===== config.mk =====
export PLATFORM = sky130hd
export DESIGN_NAME = cache_refill_bridge
export DESIGN_NICKNAME = d
export VERILOG_FILES = /design/src/rtl/cache_refill_bridge.sv
export SDC_FILE = /design/constraint.sdc
export NUM_CORES = 1
export LEC_CHECK = 0
export ABC_AREA = 0
export CAP_MARGIN = 40
export CORE_MARGIN = 4
export CORE_UTILIZATION = 44
export DETAILED_ROUTE_END_ITERATION = 10
export GPL_TIMING_DRIVEN = 0
export PLACE_DENSITY = 0.76
export SLEW_MARGIN = 25
export SYNTH_ARGS = -nofsm -noshare
export SYNTH_HDL_FRONTEND = slang
export SYNTH_SLANG_ARGS = --single-unit

===== constraint.sdc =====
create_clock -name clk -period 1.61 [get_ports clk]
set_input_delay 0.2415 -clock clk [delete_from_list [all_inputs] [get_ports clk]]
set_output_delay 0.2415 -clock clk [all_outputs]
set_load 0.02 [all_outputs]

===== src/rtl/cache_refill_bridge.sv =====
// Line-refill engine: turns one cache miss into a 4-beat ascending read burst and returns the 128-bit line.
// Define REFILL_LINE_BUF_EN to add a single-entry buffer that answers repeat requests without memory traffic.
module cache_refill_bridge (
   input  logic         clk,
   input  logic         rst,
   input  logic         rd_req,
   input  logic [31:0]  rd_addr,
   output logic         ret_valid,
   output logic [127:0] ret_data,
   output logic         mem_arvalid,
   output logic [31:0]  mem_araddr,
   input  logic         mem_arready,
   input  logic         mem_rvalid,
   input  logic [31:0]  mem_rdata,
   output logic         mem_rready,
   input  logic         buf_inv
);

   typedef enum logic [1:0] {IDLE, ADDR, DATA, RESP} state_t;

   state_t       state_q, state_d;
   logic [27:0]  tag_q, tag_d;
   logic [1:0]   beat_cnt_q, beat_cnt_d;
   logic [95:0]  asm_q, asm_d;
   logic [127:0] ret_data_q, ret_data_d;
   logic         hit;
   logic         unused_ok;

   // NOTE: every output and next-state value gets a default first, so no path can infer a latch.
   always_comb begin
      state_d     = state_q;
      tag_d       = tag_q;
      beat_cnt_d  = beat_cnt_q;
      asm_d       = asm_q;
      ret_data_d  = ret_data_q;
      ret_valid   = 1'b0;
      mem_arvalid = 1'b0;
      mem_rready  = 1'b0;
      case (state_q)
         IDLE: begin
            if (rd_req) begin
               tag_d   = rd_addr[31:4];
               state_d = hit ? RESP : ADDR;
            end
         end
         ADDR: begin
            mem_arvalid = 1'b1;
            if (mem_arready) state_d = DATA;
         end
         DATA: begin
            mem_rready = 1'b1;
            if (mem_rvalid) begin
               beat_cnt_d = beat_cnt_q + 2'd1;
               case (beat_cnt_q)
                  2'd0: asm_d[31:0]  = mem_rdata;
                  2'd1: asm_d[63:32] = mem_rdata;
                  2'd2: asm_d[95:64] = mem_rdata;
                  default: begin
                     // Last beat lands directly in the returned line, so ret_data only changes on entry to RESP.
                     ret_data_d = {mem_rdata, asm_q};
                     state_d    = RESP;
                  end
               endcase
            end
         end
         RESP: begin
            ret_valid = 1'b1;
            state_d   = IDLE;
         end
         default: state_d = IDLE;
      endcase
   end

   // NOTE: sequential state uses non-blocking assignments only, so all registers update together at the edge.
   always_ff @(posedge clk) begin
      if (rst) begin
         state_q    <= IDLE;
         tag_q      <= '0;
         beat_cnt_q <= '0;
         ret_data_q <= '0;
      end else begin
         state_q    <= state_d;
         tag_q      <= tag_d;
         beat_cnt_q <= beat_cnt_d;
         ret_data_q <= ret_data_d;
      end
   end

   // NOTE: the assembly words carry no reset; all three are rewritten before any of them can reach ret_data.
   always_ff @(posedge clk) begin
      asm_q <= asm_d;
   end

`ifdef REFILL_LINE_BUF_EN
   // The buffered line is always the last RESP payload, so ret_data_q doubles as the buffer data.
   logic        buf_valid_q, buf_valid_d;
   logic [27:0] buf_tag_q, buf_tag_d;

   assign hit = buf_valid_q && (buf_tag_q == rd_addr[31:4]);

   always_comb begin
      buf_valid_d = buf_valid_q;
      buf_tag_d   = buf_tag_q;
      if (buf_inv) begin
         buf_valid_d = 1'b0;
      end else if (state_q == RESP) begin
         buf_valid_d = 1'b1;
         buf_tag_d   = tag_q;
      end
   end

   always_ff @(posedge clk) begin
      if (rst) begin
         buf_valid_q <= 1'b0;
         buf_tag_q   <= '0;
      end else begin
         buf_valid_q <= buf_valid_d;
         buf_tag_q   <= buf_tag_d;
      end
   end

   assign unused_ok = ^rd_addr[3:0];
`else
   assign hit       = 1'b0;
   assign unused_ok = ^{buf_inv, rd_addr[3:0]};
`endif

   assign ret_data   = ret_data_q;
   assign mem_araddr = {tag_q, 4'b0000};

endmodule


# [Word-level counts from Yosys, hierarchy flattened]
# Index checks and enable logic that the tools add are counted.
[totals] register_bits=256 out_inout_bits=163 elab_cells=36
[op_classes] add_sub_neg=1 n_eq_ne=9 muxes=8 n_bitwise=1 n_reduce_logical=10
[ops] op="$reduce_and 3->1" count=4
[ops] op="$mux 2" count=4
[ops] op="$ne 2x2->1 const B" count=4
[ops] op="$pmux 2 s4" count=1
[ops] op="$eq 2x2->1 const B" count=3
[ops] op="$eq 2x1->1 const B" count=2
[ops] op="$logic_not 2->1" count=2
[ops] op="$reduce_and 2->1" count=2
[ops] op="$reduce_and 4->1" count=1
[ops] op="$mux 1" count=3
[ops] op="$reduce_or 3->1" count=1
[ops] op="$add 2x1->2 const B" count=1
[ops] op="$not 1->1" count=1

# [Logic depth before layout (Yosys ltp)]
[logic_depth] word_depth=5 ltp_mapped=8

# [Worst setup path before layout]
# Ideal clock, no wire load.
[synth_path] path_kind="reg2reg" startpoint="register state_q[0]" endpoint="register asm_q[0], enable pin" setup_ns=0.374 arrival_time_ns=1.418 path_slack_ns=-0.182 path_stages_with_launch=5 n_path_buf=1 path_cell_list="dfxtp_1 -> inv_1 -> ha_1 -> clkbuf_2 -> and3_2"
[synth_between] elab_chain_len=2
[synth_lines] element="start: declaration" line_no="21" text="state_t state_q, state_d;"
[synth_lines] element="start signal: assignment" line_no="82" text="state_q <= state_d;"
[synth_lines] element="$eq 2x2->1" line_no="39" text="case (state_q)"
[synth_lines] element="$reduce_and 3->1 (no source line)"
[synth_lines] element="end signal: assignment" line_no="91" text="asm_q <= asm_d;"
[synth_lines] element="end: declaration" line_no="24" text="logic [95:0] asm_q, asm_d;"
# Every way passes these cells.
# A chain may end at the register's enable or synchronous reset.

# [Worst setup path in the final report]
[layout_path] startpoint="register state_q[0]" endpoint="register ret_data_q[89], in the netlist ret_data[89]"
[layout_between] elab_chain_len=2
[layout_lines] element="$eq 2x2->1" line_no="39"
[layout_lines] element="$reduce_and 3->1 (no source line)"
[layout_lines] element="end signal: assignment" line_no="85" text="ret_data_q <= ret_data_d;"
[layout_lines] element="end: declaration" line_no="25" text="logic [127:0] ret_data_q, ret_data_d;"
# Every way passes these cells.

==> results <==
registers in the layout, indices dropped and copies added (netlist names):
name        count
beat_cnt_q      2
ret_data      128
asm_q          96
state_q         2
tag_q          28
what timing repair did:
item	in CTS	in global routing
setup buffers	0	8
pin swaps	2	1
gates resized for setup	193	35
cloned	3	5
setup endpoints to repair	395	142
where the power goes:
group          leakage (nW)  total (W)  switching [W]  internal (W)
Clock                 0.419    0.00576        0.00248       0.00328
Sequential             2.16    0.00714       0.000126       0.00701
Combinational          2.40    0.00167       0.000997      0.000671
Total                  4.98     0.0146        0.00360        0.0110
layout make-up:
class | count | area [um2] | area share [%]
Clock buffer | 36 | 749 | 6.00
Timing Repair Buffer | 235 | 2220 | 17.8
Clock inverter | 14 | 80.1 | 0.641
Inverter | 6 | 22.5 | 0.180
Multi-Input combinational cell | 505 | 2460 | 19.7
Tap cell | 265 | 332 | 2.65
Buffer | 56 | 536 | 4.29
Sequential cell | 256 | 6090 | 48.7
through the flow:
| stage | cell area [um2] | cells | utilization, % |
|---|---|---|---|
| 2_1_floorplan | 8910 | 820 | - |
| 3_3_place_gp | 11500 | 1307 | 58.3 |
| 3_5_place_dp | 11500 | 1307 | 58.3 |
| 4_1_cts | 12200 | 1360 | 62.1 |
| 5_1_grt | 12500 | 1373 | 63.6 |
| 6_report | 12500 | 1373 | 63.6 |
cells by family (layout without fill, tap and decap cells):
group / after synthesis / count (layout)
muxes: 1 / 1
adders and majority gates: 8 / 8
DFF: 256 / 256
and+or+nand+nor: 328 / 331
xor gates and xnor gates: 1 / 1
buffers and inverters: 62 / 347
AOI/OAI and AO/OA: 160 / 160
other: 1 / 4
worst max-delay path, cell delays in order, from the launching register on:
cell	delay, ns
sky130_fd_sc_hd__dfxtp_2	0.34
sky130_fd_sc_hd__inv_2	0.08
sky130_fd_sc_hd__ha_4	0.14
sky130_fd_sc_hd__buf_8	0.12
sky130_fd_sc_hd__and3_4	0.25
sky130_fd_sc_hd__clkbuf_16	0.21
sky130_fd_sc_hd__buf_12	0.14
sky130_fd_sc_hd__nand2_1	0.07
sky130_fd_sc_hd__a21oi_2	0.12
path summary, 6_finish.rpt:
check,depth (start not counted),to,slack [ns],startpoint
setup / recovery,8,ret_data[89],0.06,state_q[0]
hold / removal,3,state_q[1],0.13,rst
setup reg to reg,8,ret_data[89],0.06,state_q[0]
hold reg to reg,2,tag_q[26],0.45,tag_q[26]
layer usage:
metal | GRT usage [%] | up-vias | part of all wire, %
met1 | 25.7 | 3165 | 39
met4 | 4.07 | 0 | 1.4
met5 | 0 | - | 0
met2 | 36.1 | 273 | 49
li1 | - | 3244 | -
met3 | 6.63 | 27 | 10
cell usage in the layout (no fill, tap or decap), types with 2 or more instances in the layout:
master                              n
sky130_fd_sc_hd__clkbuf_2           3
sky130_fd_sc_hd__clkinv_1           2
sky130_fd_sc_hd__dfxtp_1          158
sky130_fd_sc_hd__buf_12            10
sky130_fd_sc_hd__buf_4             20
sky130_fd_sc_hd__dlygate4sd2_1    156
sky130_fd_sc_hd__a21oi_1          107
sky130_fd_sc_hd__clkinv_2           8
sky130_fd_sc_hd__inv_1              5
sky130_fd_sc_hd__clkbuf_16         32
sky130_fd_sc_hd__nor2_1             2
sky130_fd_sc_hd__nand2b_1           3
sky130_fd_sc_hd__nand2_1          315
sky130_fd_sc_hd__clkdlybuf4s50_1   63
sky130_fd_sc_hd__and3_4             7
sky130_fd_sc_hd__edfxtp_1          96
sky130_fd_sc_hd__ha_1               6
sky130_fd_sc_hd__clkbuf_1          16
sky130_fd_sc_hd__clkbuf_8           4
sky130_fd_sc_hd__conb_1             4
sky130_fd_sc_hd__buf_6              7
sky130_fd_sc_hd__buf_8              7
sky130_fd_sc_hd__clkinv_4           2
sky130_fd_sc_hd__a21oi_2           51
sky130_fd_sc_hd__buf_2              7
==> flow_results.org <==
** Status
- Status :: complete, no violations

** Critical path
- Along the worst path, the maximum fanout reaches 10.
- The worst setup path is captured at a flop.
- The worst setup path is launched from a flop.
- At the worst endpoint, the required time is 2.05 ns.
- Crit path DAT :: 1.99 ns
- The worst setup path is of the reg2reg kind.

** Worst hold path
- Worst hold-check path type :: in2reg

** Detailed routing
- Average detailed-routed wire length per instance :: 18.1 um
- DRC errors left :: 0
- Across all layers, the routed design uses 6709 vias.
- Before antenna repair, the detailed router went through 4 iterations.
- Antenna viol nets, final :: 0
- Using the TritonRoute via totals, the vias-per-cell ratio works out to 4.89.
- Violation count after the first detailed-routing iteration :: 304
- Final wirelength :: 24.8 mm

** Synthesis
- Yosys warning count :: 0
- By area the synthesized netlist is led by sky130_fd_sc_hd__dfxtp_1, sky130_fd_sc_hd__edfxtp_1, sky130_fd_sc_hd__nand2_1, sky130_fd_sc_hd__a21oi_1, sky130_fd_sc_hd__a21oi_2.
- Synthesis instantiated 27 different standard cells from the library.
- Number of enable-type register cells in the synthesized netlist :: 96
- Post-synth top area share :: 36.1%
- The commonest cells after synthesis are sky130_fd_sc_hd__nand2_1, sky130_fd_sc_hd__dfxtp_1, sky130_fd_sc_hd__a21oi_1, sky130_fd_sc_hd__edfxtp_1, sky130_fd_sc_hd__a21oi_2.
- Share of async-settable or async-resettable flops after synthesis :: 0%
- After Yosys synthesis, full adders, half adders and majority gates account for 1.13% of the synthesized area.
- Mapped cell area :: 8880 um2
- Summed over all instances, the cell type with the most area after synthesis is sky130_fd_sc_hd__dfxtp_1.
- The synthesized netlist devotes 10.9% of its cell area to compound gates.
- After synthesis the netlist holds a flip-flop and latch count of 256.
- Mapped Cells :: 817
- For this run, the leading register cell type out of synthesis is sky130_fd_sc_hd__dfxtp_1.
- After synthesis, the largest family of logic cells by area is simple AND/OR/NAND/NOR gates.
- After synthesis, flip-flops and latches occupy 68.5% of the total area.
- Mean cell area of the mapped netlist :: 10.9 um2
- XOR/XNOR Fraction of Synth Area :: 0.0986%
- Of the total synthesized cell area, the portion taken by AND, OR, NAND and NOR gates is 14.2%.
- sky130_fd_sc_hd__nand2_1 is the most common cell in the netlist.
- Multiplexer share of the synthesized area :: 0.113%

** Place
- Global placer's final weighted congestion :: 0.812
- Detailed placement finished with a half-perimeter wire length of 16.4 mm.
- Post-Place Worst Slack :: -0.270 ns
- Input and output buffers added on the ports amount to 222.

** Clock network
- TritonCTS clock tree :: done
- Hold buffer count at CTS :: 0
- Clock buffers created by TritonCTS :: 27
- The clock passes through at most 3 buffers.
- Worst-skew pair later-pin latency :: 0.53 ns
- The tree is rooted in a sky130_fd_sc_hd__clkbuf_16.
- CTS saw 256 sinks.
- CTS built an H-tree with a depth of 1.
- Clock-pin slew on the worst setup and hold paths :: 0.06 ns

** Pwr
- Across the VDD grid, the largest voltage drop is 0.000877 V.
- The design draws 0.0146 W.
- The analysis attributes to cell leakage a power of 4.98 nW.
- Power per standard cell area :: 1170 nW/um2

** GRT
- Wire length of the first global-routing pass :: 36.1 mm
- In the global route stage, overall resource usage came out at 20.8%.
- For this run the aggregate overflow at the end of global routing stands at 0.
- Via count of the first global-routing pass :: 6491
- Number of antenna violations at the first check in global routing :: 0
- Entering global routing, the biggest net connects 17 pins.

** Floorplanning
- From bottom edge to top edge, the die measures 150 um.
- I/O pin count :: 233
- Starting density of the core :: 45.2%
- Total number of placement rows :: 51
- Core area :: 19700 um2
- Die outline area :: 22500 um2
- Measured along the x axis, the die boundary spans 150 um.

** Timing
- Final hold analysis gives a worst-case slack of 0.130 ns.
- Final worst path period share :: 96.2%
- Upper clock frequency limit :: 0.646 GHz
- Worst slew pin tran :: 0.825 ns
- Final Setup Violations :: 0
- The final max-slew violation count was 0.
- Hold Fails Final Rpt :: 0
- Clk_skew :: 0.0241 ns
- Max_slew headroom :: 45.0%
- Final critical path time including I/O delays and setup :: 1.55 ns
- In the post-route analysis, the smallest setup slack over all paths is 0.0618 ns.
- Sum of negative setup slack :: 0 ns

** Layout
- Relative to the synthesized area, the layout overhead comes to 40.7%.
- The net count of the finished layout is 1165.
- Antenna Diode Count :: 0
- Layout fillers :: 1648
- Fraction of final layout cells with drive strength greater than 1 :: 15.2%

** Run
- Max-cap violations in this run came to 0.
Power figures use the tool's default switching activity.
